==> src/rtl/cios_pkg.sv <==
// Shared definitions for the CIOS Montgomery datapath PEs: controller state
// encoding and the sizing rule for the modulus-word index counter.
package cios_pkg;

    typedef enum logic [2:0] {
        IDLE  = 3'd0,
        RUN   = 3'd1,
        FIN_S = 3'd2,
        FIN_C = 3'd3,
        WAIT  = 3'd4
    } state_t;

    // Index counter must reach words-1 and still have headroom for the +1.
    function automatic int calc_j_width(input int n);
        return $clog2(n) + 1;
    endfunction

    localparam int j_width_default = calc_j_width(8);

endpackage

==> src/rtl/cios_mac.sv <==
// Combinational word MAC: {c_out, s} = t + a*b + c. The result fits in
// 2*width bits because (2^w-1) + (2^w-1)^2 + (2^w-1) = 2^(2w) - 1.
module cios_mac #(
    parameter int width = 32
) (
    input  logic [width-1:0] t,
    input  logic [width-1:0] a,
    input  logic [width-1:0] b,
    input  logic [width-1:0] c,
    output logic [width-1:0] s,
    output logic [width-1:0] c_out
);

    logic [2*width-1:0] sum;

    // Full double-width multiply-accumulate; no overflow is possible.
    always_comb begin
        sum = {{width{1'b0}}, t}
            + ({{width{1'b0}}, a} * {{width{1'b0}}, b})
            + {{width{1'b0}}, c};
    end

    assign s     = sum[width-1:0];
    assign c_out = sum[2*width-1:width];

endmodule

==> src/rtl/cios_reduce_pe.sv <==
// CIOS reduction PE: sweeps j = 1..words-1 computing t[j] + m*p[j] + C,
// streams the shifted accumulator t[0..words], then folds the top two words.
// Optional build macro CIOS_REDUCE_STALL_CNT_EN adds a saturating count of
// output stall cycles (stall_cnt), cleared on every accepted start.
//
// state | meaning
// ------+------------------------------------------------------------
// IDLE  | waiting for en; captures m, C, t[s], t[s+1]
// RUN   | one MAC beat per accepted input, j = 1..words-1
// FIN_S | emit S of t[s] + C, keep the carry
// FIN_C | emit t[s+1] + carry as the last word
// WAIT  | hold last word until the consumer takes it, then pulse done
module cios_reduce_pe
    import cios_pkg::*;
#(
    parameter int width = 32,
    parameter int words = 8
) (
    input  logic             clk,
    input  logic             rst,
    input  logic             en,
    input  logic [width-1:0] m,
    input  logic [width-1:0] c_in,
    input  logic [width-1:0] t_top,
    input  logic [width-1:0] t_top1,
    input  logic             in_valid,
    output logic             in_ready,
    input  logic [width-1:0] t_in,
    input  logic [width-1:0] p_in,
    output logic             out_valid,
    input  logic             out_ready,
    output logic [width-1:0] out_word,
    output logic             out_last,
    output logic             busy,
    output logic             done
`ifdef CIOS_REDUCE_STALL_CNT_EN
    ,
    output logic [31:0]      stall_cnt
`endif
);

    localparam int jw = calc_j_width(words);

    generate
        if (words < 2) begin : g_bad_words
            $error("cios_reduce_pe: words must be at least 2");
        end
    endgenerate

    state_t           state, state_next;
    logic [width-1:0] m_r, c_r, top_r, top1_r;
    logic [jw-1:0]    j_r;
    logic             cy_r;
    logic             slot_free, start, load, load_last, fin_done;
    logic [width-1:0] load_word;
    logic [width-1:0] mac_s, mac_c;
    logic [width:0]   fin_sum;

    cios_mac #(.width(width)) u_mac (
        .t     (t_in),
        .a     (m_r),
        .b     (p_in),
        .c     (c_r),
        .s     (mac_s),
        .c_out (mac_c)
    );

    // Single-entry output register can take a new word if empty or draining.
    assign slot_free = !out_valid || out_ready;
    assign fin_sum   = {1'b0, top_r} + {1'b0, c_r};
    assign busy      = (state != IDLE);

    // State register.
    always_ff @(posedge clk or posedge rst) begin
        if (rst) state <= IDLE;
        else     state <= state_next;
    end

    // Next-state and load decisions for the output slot.
    always_comb begin
        state_next = state;
        in_ready   = 1'b0;
        start      = 1'b0;
        load       = 1'b0;
        load_word  = mac_s;
        load_last  = 1'b0;
        fin_done   = 1'b0;
        case (state)
            IDLE: begin
                if (en) begin
                    start      = 1'b1;
                    state_next = RUN;
                end
            end
            RUN: begin
                in_ready = slot_free;
                if (in_valid && slot_free) begin
                    load = 1'b1;
                    if (j_r == jw'(words - 1)) state_next = FIN_S;
                end
            end
            FIN_S: begin
                if (slot_free) begin
                    load       = 1'b1;
                    load_word  = fin_sum[width-1:0];
                    state_next = FIN_C;
                end
            end
            FIN_C: begin
                if (slot_free) begin
                    load       = 1'b1;
                    load_word  = top1_r + width'(cy_r);
                    load_last  = 1'b1;
                    state_next = WAIT;
                end
            end
            WAIT: begin
                if (out_valid && out_ready) begin
                    fin_done   = 1'b1;
                    state_next = IDLE;
                end
            end
            default: state_next = IDLE;
        endcase
    end

    // Operand capture at start, running carry and index during the sweep.
    always_ff @(posedge clk or posedge rst) begin
        if (rst) begin
            m_r    <= '0;
            c_r    <= '0;
            top_r  <= '0;
            top1_r <= '0;
            j_r    <= '0;
            cy_r   <= 1'b0;
        end else begin
            if (start) begin
                m_r    <= m;
                c_r    <= c_in;
                top_r  <= t_top;
                top1_r <= t_top1;
                j_r    <= jw'(1);
                cy_r   <= 1'b0;
            end
            if (state == RUN && load) begin
                c_r <= mac_c;
                j_r <= j_r + jw'(1);
            end
            if (state == FIN_S && load) cy_r <= fin_sum[width];
        end
    end

    // Output slot: load wins over drain so load+drain gives full throughput.
    always_ff @(posedge clk or posedge rst) begin
        if (rst) begin
            out_word  <= '0;
            out_valid <= 1'b0;
            out_last  <= 1'b0;
            done      <= 1'b0;
        end else begin
            done <= fin_done;
            if (load) begin
                out_word  <= load_word;
                out_valid <= 1'b1;
                out_last  <= load_last;
            end else if (out_ready) begin
                out_valid <= 1'b0;
                out_last  <= 1'b0;
            end
        end
    end

`ifdef CIOS_REDUCE_STALL_CNT_EN
    // Saturating count of cycles the consumer held off a valid word.
    always_ff @(posedge clk or posedge rst) begin
        if (rst)                                          stall_cnt <= '0;
        else if (start)                                   stall_cnt <= '0;
        else if (out_valid && !out_ready && stall_cnt != '1) stall_cnt <= stall_cnt + 32'd1;
    end
`endif

endmodule

==> config.mk <==
export PLATFORM = sky130hd
export DESIGN_NAME = cios_reduce_pe
export DESIGN_NICKNAME = d
export VERILOG_FILES = /design/src/rtl/cios_pkg.sv /design/src/rtl/cios_mac.sv /design/src/rtl/cios_reduce_pe.sv
export SDC_FILE = /design/constraint.sdc
export NUM_CORES = 2
export LEC_CHECK = 0
export CORE_MARGIN = 2
export CORE_UTILIZATION = 65
export CTS_CLUSTER_SIZE = 16
export DETAILED_ROUTE_END_ITERATION = 16
export HOLD_SLACK_MARGIN = 0.1
export PLACE_DENSITY = 0.85
export SYNTH_ARGS = -nofsm -noshare
export SYNTH_HDL_FRONTEND = slang
export SYNTH_SLANG_ARGS = --single-unit
==> constraint.sdc <==
create_clock -name clk -period 17.9 [get_ports clk]
set_input_delay 4.475 -clock clk [delete_from_list [all_inputs] [get_ports clk]]
set_output_delay 4.475 -clock clk [all_outputs]
set_load 0.01 [all_outputs]
==> Word-level counts from Yosys, hierarchy flattened <==
Index checks and enable logic that the tools add are counted.
{ "word_totals": {"register_bits": 171, "out_inout_bits": 37, "in_bits": 197, "word_cells": 69} }
{ "classes": {"n_eq_ne": 11, "mux": 28, "multipliers": 1, "n_addsub": 5, "n_reduce_logical": 13} }
{ "ops": {"columns": ["cell", "n"], "rows": [
  ["$mux W32", 4],
  ["$add A32 B64 Y64", 1],
  ["$add A64 B32 Y64", 1],
  ["$mul A32 B32 Y64", 1],
  ["$pmux W32 S2", 1],
  ["$add A32 B32 Y33", 1],
  ["$add A32 B1 Y32", 1],
  ["$mux W3", 6],
  ["$pmux W3 S5", 1],
  ["$mux W1", 13],
  ["$ne A2 B2 Y1 const B", 6],
  ["$mux W4", 2],
  ["$eq A3 B2 Y1 const B", 2],
  ["$reduce_and A6 Y1", 1],
  ["$reduce_bool A2 Y1", 3],
  ["$add A4 B1 Y4 const B", 1],
  ["$eq A4 B3 Y1 const B", 1],
  ["$logic_and A1 B1 Y1", 4],
  ["$eq A3 B1 Y1 const B", 1],
  ["$eq A3 B3 Y1 const B", 1],
  ["$logic_not A3 Y1", 1],
  ["$reduce_bool A3 Y1", 1],
  ["$pmux W1 S2", 1],
  ["$reduce_or A2 Y1", 1],
  ["2 further kinds", 2]
]} }

==> Logic depth before layout (Yosys ltp) <==
{ "depth": {"depth_word": 7, "depth_mapped": 30, "ltp_nobuf": 28} }

==> By module <==
Synthesis repeated with hierarchy kept, for this count alone.
{ "hier_totals": {"hier_cells": 4929, "area_unflattened_um2": 44750.4} }
{ "by_module_without_submodules": {"columns": ["module", "seq_area_each_um2", "n_inst", "cells_per_inst", "area_each_um2"], "rows": [
  ["cios_mac", 0.0, 1, 3978, 35211.3],
  ["cios_reduce_pe", 4279.1, 1, 951, 9539.1]
]} }

==> Worst setup path before layout <==
No wires, ideal clock.
{ "synth_timing": {"path_kind": "input-to-reg", "start": "in p_in[0]", "end": "reg c_r[31]", "required_time_ns": 17.780, "stages": 26, "path_slack_ns": 6.666, "setup_ns": 0.120, "arrival_time_ns": 11.114, "n_path_buf": 1, "path_cell_list": "clkbuf_1 > nand2_1 > fa_1 > fa_1 > fa_1 > fa_1 > inv_1 > fa_1 > inv_1 > fa_1 > inv_1 > fa_1 > inv_1 > fa_1 > inv_1 > ha_1 > a21o_1 > o21bai_1 > a21oi_1 > o21ai_0 > o21ai_1 > a2111oi_2 > o21ba_2 > o2111ai_1 > a211o_1 > and3_1"} }
{ "synth_via": {"elab_chain_cells": 4} }
{ "synth_lines": {"columns": ["item", "line_no", "source"], "rows": [
  ["start, declared", "cios_reduce_pe.sv:29", "input logic [width-1:0] p_in,"],
  ["$mul A32 B32 Y64", "cios_mac.sv:19", "+ ({{width{1'b0}}, a} * {{width{1'b0}}, b})"],
  ["$add A32 B64 Y64", "cios_mac.sv:19", null],
  ["$add A64 B32 Y64", "cios_mac.sv:20", "+ {{width{1'b0}}, c};"],
  ["$mux W32", "cios_reduce_pe.sv:145", "if (state == RUN && load) begin"],
  ["end signal, assigned", "cios_reduce_pe.sv:139", "c_r <= c_in;"],
  ["end signal, assigned", "cios_reduce_pe.sv:146", "c_r <= mac_c;"],
  ["end, declared", "cios_reduce_pe.sv:51", "logic [width-1:0] m_r, c_r, top_r, top1_r;"]
]} }
Every way passes these cells.
A chain may end at the register's enable or synchronous reset.

==> Worst setup path in the final report <==
{ "layout_timing": {"start": "in p_in[6]", "end": "reg c_r[30]"} }
The elaborated chain is that of the path after synthesis.

==> impl_metrics.yaml <==
logic_synthesis:
  ys_seq_elements: 171
  netlist_instances: 5089
  synthesis.area_um2: 44500
  synth_edf_count: 0
  syn_nets: 6557
  synth_area_per_cell_um2: 8.75
  async_flop_share: 1.00
  synth_top_flop_cell: "dfrtp_1"
  ys_seq_area_frac: 0.0961
  ys_warn_count: 0
  yosysUniqueCellTypes: 88
finish:
  layout.nets: 6601
  instances_no_fill: 6021
  drive_gt1_frac: 0.0262
  areaGrowthSynthToFinish_pct: 7.78
clock_tree:
  post_cts_buffers: 0
  cts_buffers: 17
  clk_path_buf_depth: 2
  insertion_delay_ns: 0.50
  clk_pin_slew_ns: 0.09
  cts_resized: 0
  cts_num_sinks: 171
  cts-hold-fix-buffers: 0
  cts-root-buf: "clkbuf_16"
  htree_levels: 4
  tritoncts: "done"
global_routing:
  grt_util_all_layers: 0.381
  antenna_found_initial: 4
  grt_pass1_wl_um: 206000
  grt_max_degree: 97
  grt_pass1_vias: 38221
  grt-ovfl-total: 0
route:
  wl_per_cell_um: 21.2
  drc_errors: 0
  firstDrtPassIters: 8
  finalWirelength_um: 128000
  vias_per_cell: 5.93
  antenna_left: 0
  vias: 35707
  drt_iter0_drc: 3758
critical_path:
  cp_slowest_cell: "fa_1"
  cpPeakStageDelay_ns: 0.57
  end_kind: "flip-flop"
  startpoint_type: "primary input"
  path_buf_inv: 6
  cp_max_fo: 32
  path_delay_family: "adder cells"
  rrSetupSlack_ns: 9.85
  path_class: "primary input to flip-flop"
  crit_top_cell: "fa_1"
  cp.required_ns: 18.28
  arrival_ns: 12.44
place:
  post-place-cells: 5987
  dp_hpwl_um: 101000
  globalplace.congestion: 1.01
  io_buffers: 233
status:
  status: "completed"
timing:
  post-route-period-util: 0.674
  report.final.hold_viol_count: 0
  max_freq_ghz: 0.0829
  relSlewSlack: 0.325
  finalSetupViolCount: 0
  min_period_ns: 12.06
  finalMaxSlewViolations: 0
  worstMarginPinSlew_ns: 1.01
  grt_setup_unrepaired: "false"
  clock_skew_ns: 0.0248
  setup-tns-final_ns: 0
floorplan:
  core_um2: 67500
  fp.dieW_um: 266
  dieArea_um2: 70600
  io_pins: 234
  start_util: 0.660
  die_h_um: 266
  fp-row-count: 95
run:
  maxCapViolations: 0
hold_path:
  hold_class: "flip-flop to flip-flop"
area by class of cell:
class / instances / area, µm²
Clock buffer: 17 / 425
Antenna cell: 2 / 5.00
Timing Repair Buffer: 301 / 2830
Clock inverter: 15 / 169
Sequential cell: 171 / 4280
Multi-Input combinational cell: 3594 / 35300
Fill cell: 5068 / 19500
Inverter: 1048 / 3940
Tap cell: 873 / 1090
through the flow:
stage / area [µm²] / utilization / hold WS [ns] / worst slack [ns]
5_1_grt: 48000 / 0.711 / 0.512 / 5.46
3_5_place_dp: 47400 / 0.702 / 0.464 / 5.46
2_1_floorplan: 44500 / - / 0.450 / 6.67
3_3_place_gp: 47400 / 0.702 / 0.461 / 5.56
4_1_cts: 48000 / 0.711 / 0.484 / 5.94
6_report: 48000 / 0.711 / 0.479 / 5.84
cells by family after synthesis:
group | count (synthesis) | synth area share
flip-flops | 171 | 0.0961
XOR/XNOR | 111 | 0.0218
AO/OA/AOI/OAI | 459 | 0.0680
buffers and inverters | 1324 | 0.112
multiplexers | 5 | 0.00115
AND/OR/NAND/NOR | 1748 | 0.182
adder cells (fa/ha/maj) | 1271 | 0.519
Yosys cell counts (4+ instances only):
cell | count | share of area
a211oi_1 | 17 | 0.0029
a21o_1 | 51 | 0.0086
a21oi_1 | 156 | 0.018
a31oi_1 | 22 | 0.0031
a41oi_1 | 4 | 0.00079
and2_1 | 473 | 0.066
and3_1 | 14 | 0.0020
buf_1 | 5 | 0.00042
buf_2 | 9 | 0.0010
clkbuf_1 | 257 | 0.022
dfrtp_1 | 171 | 0.096
fa_1 | 960 | 0.43
ha_1 | 311 | 0.087
inv_1 | 1046 | 0.088
mux2i_1 | 4 | 0.00090
nand2_1 | 995 | 0.084
nand2b_1 | 15 | 0.0021
nand3_1 | 39 | 0.0044
nand4_1 | 23 | 0.0032
nor2_1 | 125 | 0.011
nor2b_1 | 14 | 0.0020
nor3_1 | 22 | 0.0025
nor4_1 | 6 | 0.00084
o2111ai_1 | 4 | 0.00079
o211ai_1 | 6 | 0.0010
o21a_1 | 12 | 0.0020
o21ai_0 | 67 | 0.0075
o21ai_1 | 21 | 0.0024
o21bai_1 | 12 | 0.0020
o221ai_1 | 4 | 0.00079
o22ai_1 | 17 | 0.0024
o31ai_1 | 10 | 0.0017
or3_1 | 7 | 0.00098
xnor2_1 | 55 | 0.011
xor2_1 | 56 | 0.011
sequential cells by signal (all words and copies together) (netlist names):
name       flops
c_r           32
cy_r           1
done           1
j_r            4
m_r           32
out_last       1
out_valid      1
out_word      32
state          3
top1_r        32
top_r         32
metal layers:
metal	wire [µm]	vias up	global-route usage
li1	-	15201	-
met1	48700	17914	0.522
met2	59200	2187	0.596
met3	13400	403	0.0707
met4	6230	2	0.173
met5	12	-	0
worst register-to-register path: cells and delay by family (launching register included):
family                     cells  cell delay, ns
AOI/OAI and AO/OA              9            2.08
adders and majority gates      9            4.53
buffers and inverters          4            0.55
DFF                            1            0.49
and+or+nand+nor                2            0.29
cell usage in the layout (no fill, tap or decap), drive strengths merged, types with 23 or more instances in the layout:
| cell | synthesis | final |
|---|---|---|
| nor3 | 23 | 23 |
| nand3 | 39 | 39 |
| inv | 1047 | 1053 |
| and2 | 473 | 473 |
| ha | 311 | 311 |
| buf | 19 | 71 |
| o21ai | 91 | 91 |
| nand4 | 23 | 23 |
| a21oi | 160 | 160 |
| clkdlybuf4s50 | 0 | 230 |
| xor2 | 56 | 56 |
| a21o | 51 | 51 |
| a31oi | 24 | 24 |
| dfrtp | 171 | 171 |
| nor2 | 125 | 125 |
| fa | 960 | 960 |
| nand2 | 995 | 995 |
| xnor2 | 55 | 55 |
final timing paths:
path,start,end,depth (start not counted)
min in group asynchronous,rst,m_r[22],2
max in group asynchronous,rst,c_r[30],3
worst max register to register,m_r[22],c_r[31],24
worst min register to register,m_r[23],m_r[23],2
worst min-delay path,m_r[23],m_r[23],2
worst max-delay path,p_in[6],c_r[30],25
Power is left out: the tool's default activity adds up to more than one toggle a clock period on the data nets, which glitch-free logic cannot reach.
